==> config.mk <==
export PLATFORM = sky130hd
export DESIGN_NAME = i2c_slave_regif
export DESIGN_NICKNAME = d
export VERILOG_FILES = /design/src/rtl/i2c_slave_regif.sv
export SDC_FILE = /design/constraint.sdc
export NUM_CORES = 1
export LEC_CHECK = 0
export ABC_AREA = 1
export BUFFER_PORTS_ARGS = -buffer_cell sky130_fd_sc_hd__buf_4
export CAP_MARGIN = 15
export CORE_UTILIZATION = 53
export CTS_CLUSTER_SIZE = 30
export DETAILED_ROUTE_END_ITERATION = 10
export PLACE_DENSITY = 0.76
export SLEW_MARGIN = 20
export SYNTH_ARGS = -nofsm -noshare
export SYNTH_HDL_FRONTEND = slang
export SYNTH_SLANG_ARGS = --single-unit
==> constraint.sdc <==
create_clock -name i_local_clk -period 1.64 [get_ports i_local_clk]
set_clock_uncertainty 0.05 [all_clocks]
set_input_delay 0.082 -clock i_local_clk [delete_from_list [all_inputs] [get_ports i_local_clk]]
set_output_delay 0.082 -clock i_local_clk [all_outputs]
set_load 0.005 [all_outputs]
==> src/rtl/i2c_slave_regif.sv <==
// I2C target that maps bus transfers onto a local register bank: device address, register address,
// then auto-incrementing write or read bytes. SCL/SDA are synchronised and glitch-filtered first.

module i2c_slave_regif_filt #(
   parameter int unsigned p_FILTER = 3
) (
   input  logic clk,
   input  logic rst,
   input  logic pad,
   output logic lvl
);
   logic [1:0] sync;
   logic [3:0] cnt;

   // Presets to 1 so an idle bus is assumed out of reset and no event fires.
   always_ff @(posedge clk) begin
      if (rst) begin
         sync <= 2'b11;
         cnt  <= '0;
         lvl  <= 1'b1;
      end else begin
         sync <= {sync[0], pad};
         if (sync[1] == lvl) begin
            cnt <= '0;
         end else if (cnt == 4'(p_FILTER - 1)) begin
            lvl <= sync[1];
            cnt <= '0;
         end else begin
            cnt <= cnt + 4'd1;
         end
      end
   end
endmodule

module i2c_slave_regif #(
   parameter logic [6:0]  p_DEV_ADDR = 7'h50,
   parameter int unsigned p_FILTER   = 3
) (
   input  logic       i_local_clk,
   input  logic       i_rst,
   input  logic       i_scl,
   input  logic       i_sda,
   output logic       o_sda,
   output logic [7:0] o_reg_addr,
   output logic [7:0] o_wr_data,
   output logic       o_wr_en,
   output logic       o_rd_req,
   input  logic [7:0] i_rd_data,
   output logic       o_busy
);
   typedef enum logic [3:0] {
      S_IDLE, S_DEV_ADDR, S_DEV_ACK, S_REG_ADDR, S_REG_ACK,
      S_WR_DATA, S_WR_ACK, S_RD_DATA, S_RD_ACK
   } state_t;

   logic [1:0] pads, filt;
   assign pads = {i_scl, i_sda};

   for (genvar g = 0; g < 2; g++) begin : g_filt
      i2c_slave_regif_filt #(.p_FILTER(p_FILTER)) u_filt (
         .clk (i_local_clk),
         .rst (i_rst),
         .pad (pads[g]),
         .lvl (filt[g])
      );
   end

   logic scl_f, sda_f, scl_d, sda_d;
   logic scl_rise, scl_fall, start_ev, stop_ev;
   assign scl_f    = filt[1];
   assign sda_f    = filt[0];
   assign scl_rise = scl_f & ~scl_d;
   assign scl_fall = ~scl_f & scl_d;
   assign start_ev = scl_f & scl_d & sda_d & ~sda_f;
   assign stop_ev  = scl_f & scl_d & ~sda_d & sda_f;

   state_t     state, state_nxt;
   logic [2:0] bit_cnt, bit_cnt_nxt;
   logic [7:0] shreg, shreg_nxt, tx, tx_nxt, addr_nxt, wdata_nxt, byte_in;
   logic       rw, rw_nxt, rd_load, sda_nxt, wr_en_nxt, rd_req_nxt;

   assign byte_in = {shreg[6:0], sda_f};
   assign o_busy  = (state != S_IDLE);

   always_ff @(posedge i_local_clk) begin
      if (i_rst) begin
         state      <= S_IDLE;
         bit_cnt    <= '0;
         shreg      <= '0;
         tx         <= '0;
         rw         <= 1'b0;
         rd_load    <= 1'b0;
         scl_d      <= 1'b1;
         sda_d      <= 1'b1;
         o_sda      <= 1'b1;
         o_reg_addr <= '0;
         o_wr_data  <= '0;
         o_wr_en    <= 1'b0;
         o_rd_req   <= 1'b0;
      end else begin
         state      <= state_nxt;
         bit_cnt    <= bit_cnt_nxt;
         shreg      <= shreg_nxt;
         tx         <= tx_nxt;
         rw         <= rw_nxt;
         rd_load    <= o_rd_req;
         scl_d      <= scl_f;
         sda_d      <= sda_f;
         o_sda      <= sda_nxt;
         o_reg_addr <= addr_nxt;
         o_wr_data  <= wdata_nxt;
         o_wr_en    <= wr_en_nxt;
         o_rd_req   <= rd_req_nxt;
      end
   end

   // ACK states use bit_cnt as a phase flag: 0 = waiting for the fall that starts the ACK
   // (or, in S_RD_ACK, for the master's ACK bit), 1 = ACK in progress.
   always_comb begin
      state_nxt   = state;
      bit_cnt_nxt = bit_cnt;
      shreg_nxt   = shreg;
      tx_nxt      = rd_load ? i_rd_data : tx;
      rw_nxt      = rw;
      sda_nxt     = o_sda;
      addr_nxt    = o_reg_addr;
      wdata_nxt   = o_wr_data;
      wr_en_nxt   = 1'b0;
      rd_req_nxt  = 1'b0;
      if (start_ev) begin
         state_nxt   = S_DEV_ADDR;
         bit_cnt_nxt = '0;
         sda_nxt     = 1'b1;
      end else if (stop_ev) begin
         state_nxt   = S_IDLE;
         bit_cnt_nxt = '0;
         sda_nxt     = 1'b1;
      end else begin
         case (state)
            S_DEV_ADDR, S_REG_ADDR, S_WR_DATA: begin
               if (scl_rise) begin
                  shreg_nxt   = byte_in;
                  bit_cnt_nxt = bit_cnt + 3'd1;
                  if (bit_cnt == 3'd7) begin
                     case (state)
                        S_DEV_ADDR: begin
                           if (byte_in[7:1] == p_DEV_ADDR) begin
                              rw_nxt    = byte_in[0];
                              state_nxt = S_DEV_ACK;
                           end else begin
                              state_nxt = S_IDLE;
                           end
                        end
                        S_REG_ADDR: begin
                           addr_nxt  = byte_in;
                           state_nxt = S_REG_ACK;
                        end
                        default: begin
                           wdata_nxt = byte_in;
                           wr_en_nxt = 1'b1;
                           state_nxt = S_WR_ACK;
                        end
                     endcase
                  end
               end
            end
            S_DEV_ACK, S_REG_ACK, S_WR_ACK: begin
               if (scl_fall) begin
                  if (bit_cnt == 3'd0) begin
                     sda_nxt     = 1'b0;
                     bit_cnt_nxt = 3'd1;
                  end else begin
                     sda_nxt     = 1'b1;
                     bit_cnt_nxt = '0;
                     case (state)
                        S_DEV_ACK: begin
                           if (rw) begin
                              state_nxt = S_RD_DATA;
                              sda_nxt   = tx[7];
                              tx_nxt    = {tx[6:0], 1'b0};
                           end else begin
                              state_nxt = S_REG_ADDR;
                           end
                        end
                        S_REG_ACK: state_nxt = S_WR_DATA;
                        default: begin
                           addr_nxt  = o_reg_addr + 8'd1;
                           state_nxt = S_WR_DATA;
                        end
                     endcase
                  end
               end else if (scl_rise && state == S_DEV_ACK && rw && bit_cnt == 3'd1) begin
                  rd_req_nxt = 1'b1;
               end
            end
            S_RD_DATA: begin
               if (scl_fall) begin
                  if (bit_cnt == 3'd7) begin
                     sda_nxt     = 1'b1;
                     bit_cnt_nxt = '0;
                     state_nxt   = S_RD_ACK;
                  end else begin
                     sda_nxt     = tx[7];
                     tx_nxt      = {tx[6:0], 1'b0};
                     bit_cnt_nxt = bit_cnt + 3'd1;
                  end
               end
            end
            S_RD_ACK: begin
               if (scl_rise && bit_cnt == 3'd0) begin
                  if (!sda_f) begin
                     addr_nxt    = o_reg_addr + 8'd1;
                     rd_req_nxt  = 1'b1;
                     bit_cnt_nxt = 3'd1;
                  end else begin
                     state_nxt = S_IDLE;
                     sda_nxt   = 1'b1;
                  end
               end else if (scl_fall && bit_cnt == 3'd1) begin
                  state_nxt   = S_RD_DATA;
                  bit_cnt_nxt = '0;
                  sda_nxt     = tx[7];
                  tx_nxt      = {tx[6:0], 1'b0};
               end
            end
            default: ;
         endcase
      end
   end
endmodule
==> impl_metrics.env <==
export IMPL_clock_sinks=59
export IMPL_grt_pass1_vias=2846
export IMPL_tightest_slew_ns=0.499
export IMPL_reg2reg_slack_ns=-0.006
export IMPL_grt_use_total=0.267
export IMPL_synthDominantCellAreaShare=0.388
export IMPL_min_period_over_period=1.00
export IMPL_power_frac_comb=0.406
export IMPL_fillers=421
export IMPL_finalSetupViolCount=1
export IMPL_ys_seq_elements=59
export IMPL_viasPerCell=5.36
export IMPL_hold_class="in -> reg"
export IMPL_grt_pass1_wl_mm=12.5
export IMPL_multiInputGateArea_sq_mm=0.00182
export IMPL_finalInstanceArea_sq_mm=0.00409
export IMPL_switching_share=0.384
export IMPL_synthDistinctLibCells=33
export IMPL_routed_wl_mm=8.13
export IMPL_slew_headroom=0.667
export IMPL_drc=0
export IMPL_grt_max_degree=25
export IMPL_core_sq_mm=0.00551
export IMPL_power_density_mw_per_mm2=1250
export IMPL_cp_required_ns=1.83
export IMPL_p_int_w=0.00316
export IMPL_ant_nets=0
export IMPL_final_cell_mix="buf_4 (66), nand2_1 (64), dfxtp_1 (53)"
export IMPL_synth_area_top_cells="dfxtp_1 (39%), nand2_1 (8.8%), nor2_1 (7.3%)"
export IMPL_cts_buffers_inserted=9
export IMPL_io_pins=32
export IMPL_first_pass_iters=5
export IMPL_violations="negative setup slack"
export IMPL_synth_flop_cell="dfxtp_1"
export IMPL_cp_end_kind="flop"
export IMPL_syn_avg_cell_area_sq_um=7.24
export IMPL_hold_viol=0
export IMPL_wire_per_inst_um=14.2
export IMPL_antennaDiodeCount=0
export IMPL_cts_buffer_depth=2
export IMPL_nNetsFinal=516
export IMPL_path_clk_slew_ns=0.07
export IMPL_slew_viol_final=0
export IMPL_cp_arrival_ns=1.84
export IMPL_peakVddDrop_v=0.000845
export IMPL_synth_warnings=0
export IMPL_routabilityCongestion=0.949
export IMPL_crit_fanout=5
export IMPL_seqPwrFrac=0.322
export IMPL_syn_area_sq_mm=0.00304
export IMPL_rows=27
export IMPL_initialDrtViolationCount=274
export IMPL_syn_nets=441
export IMPL_cts_tree="built"
export IMPL_synth_cells=420
export IMPL_syn_to_final_growth_pct=34.5
export IMPL_clock_latency_ns=0.34
export IMPL_p_switching_w=0.00196
export IMPL_cap_violations=0
export IMPL_clkPwrFrac=0.272
export IMPL_seq_area_frac_synth=0.388
export IMPL_seq_area_sq_mm=0.00120
export IMPL_finalWorstSetupSlack_ns=-0.00575
export IMPL_fmax_mhz=608
export IMPL_start_util=0.552
export IMPL_start_kind="flop"
export IMPL_synth_edff_count=0
export IMPL_io_buffers=31
export IMPL_leakage_nw=1.78
export IMPL_via_count=3060
export IMPL_rsz0062_at_grt="yes"
export IMPL_yosysTopAreaCell="dfxtp_1"
export IMPL_cts_htree_levels=3
export IMPL_path_class="reg -> reg"
export IMPL_antenna_found_initial=0
export IMPL_outcome="finished, violations left"
export IMPL_dieArea_sq_mm=0.00604
export IMPL_die_x_um=77.7
export IMPL_place_area_sq_mm=0.00356
export IMPL_drive_gt1_frac=0.361
export IMPL_synth_async_reset_ratio=0
export IMPL_cts_root_buffer="clkbuf_8"
export IMPL_layout_cells_most_common="buf_4"
export IMPL_hpwl_mm=5.27
export IMPL_period_needed_ns=1.65
export IMPL_grt_overflow=0
export IMPL_fp_dieH_um=77.7
export IMPL_finalPower_w=0.00512
-- power by group through the flow --
stage / Combinational [W] / Sequential (W) / Clock (W)
finish: 0.00208 / 0.00165 / 0.00139
global route: 0.00229 / 0.00166 / 0.00149
CTS: 0.00162 / 0.00162 / 0.00142
detailed placement: 0.00160 / 0.00165 / 0
global placement: 0.00156 / 0.00164 / 0
floorplan: 0.00116 / 0.00164 / 0
-- area by class of cell --
class / instances / area share
timing repair buffer: 71 / 0.140
tap: 72 / 0.0220
inverter: 50 / 0.0483
timing repair inverter: 1 / 0.00122
clock inverter: 3 / 0.0113
clock buffer: 12 / 0.0404
sequential: 59 / 0.293
multi-input combinational: 303 / 0.444
-- per-stage QoR --
| step | hold slack (ns) | cells | TNS (ns) | setup WS [ns] | util |
|---|---|---|---|---|---|
| final | 0.0221 | 571 | -0.00575 | -0.00575 | 0.743 |
| after global routing | 0.0159 | 571 | -1.30 | -0.128 | 0.743 |
| after CTS | 0.0205 | 563 | -0.0170 | -0.0170 | 0.692 |
| after detailed placement | 0.219 | 546 | -0.465 | -0.0683 | 0.647 |
| after global placement | 0.217 | 546 | 0 | 0.00156 | 0.647 |
| after floorplan | 0.136 | 420 | 0 | 0.0674 | - |
-- logic make-up (layout without fill, tap and decap cells) --
family          Yosys count  in the layout  share of synthesized area
simple gates            209            210                      0.328
compound gates           74             74                      0.134
mux                       6              6                     0.0198
buf+inv                  59            137                     0.0815
fa+ha+maj                 9              9                     0.0370
flops                    59             59                      0.388
xor+xnor                  4              4                     0.0115
-- worst max-delay path: stages, from the launching register on --
cell and delay [ns]:
dfxtp_4 0.39, buf_4 0.13, nor2_1 0.04, o21ai_0 0.09
nand2_1 0.09, nor2_1 0.19, nand2_2 0.09, nor2_4 0.15
nand2_4 0.10, clkinv_4 0.07, nand2_1 0.05, nand2_1 0.07
nor2_1 0.05
-- metal layers --
metal	GRT usage	share of wire	vias to the layer above
li1	-	-	1510
met1	0.313	0.41	1427
met2	0.447	0.51	91
met3	0.0635	0.047	32
met4	0.145	0.036	0
met5	0	0	-
-- synthesized netlist by cell type, types with 3 or more instances --
cell	number
nand3_1	32
nand4_1	3
nand2_4	3
o31ai_1	6
nand2_1	71
inv_2	7
a21oi_1	26
nor3_1	3
clkbuf_1	3
inv_1	41
dfxtp_1	59
ha_1	9
nand2_2	15
nor2_1	59
nand3_2	4
mux2i_1	6
or2_2	7
nor2_2	5
nor2_4	4
o21ai_0	36
a21oi_2	4
-- worst paths after layout --
| check | from | endpoint | cells after the start |
|---|---|---|---|
| setup / recovery | state[3]$_SDFFE_PP0P_ | o_reg_addr[6]$_SDFFE_PP0P_ | 12 |
| hold / removal | i_rd_data[0] | tx[0]$_SDFF_PP0_ | 3 |
| setup reg to reg | state[3]$_SDFFE_PP0P_ | o_reg_addr[6]$_SDFFE_PP0P_ | 12 |
| hold reg to reg | g_filt[1].u_filt.sync[0]$_SDFF_PP1_ | g_filt[1].u_filt.sync[1]$_SDFF_PP1_ | 1 |
-- registers in the layout, indices dropped and copies added (netlist names) --
signal              flops
state                   4
g_filt.u_filt.lvl       2
rw                      1
g_filt.u_filt.sync      4
scl_d                   1
o_reg_addr              8
rd_load                 1
o_wr_data               8
g_filt.u_filt.cnt       8
o_wr_en                 1
shreg                   7
sda_d                   1
tx                      8
o_sda                   1
bit_cnt                 3
o_rd_req                1
-- what timing repair did --
| item | CTS | global route |
|---|---|---|
| endpoints found under the hold margin | 2 | 0 |
| hold buffers | 2 | 0 |
| endpoints found under the setup margin | 23 | 28 |
| cloned | 0 | 3 |
| pin swaps | 1 | 11 |
| setup buffers | 0 | 5 |
| resized for setup | 8 | 62 |
(Power assumes the default switching activity.)
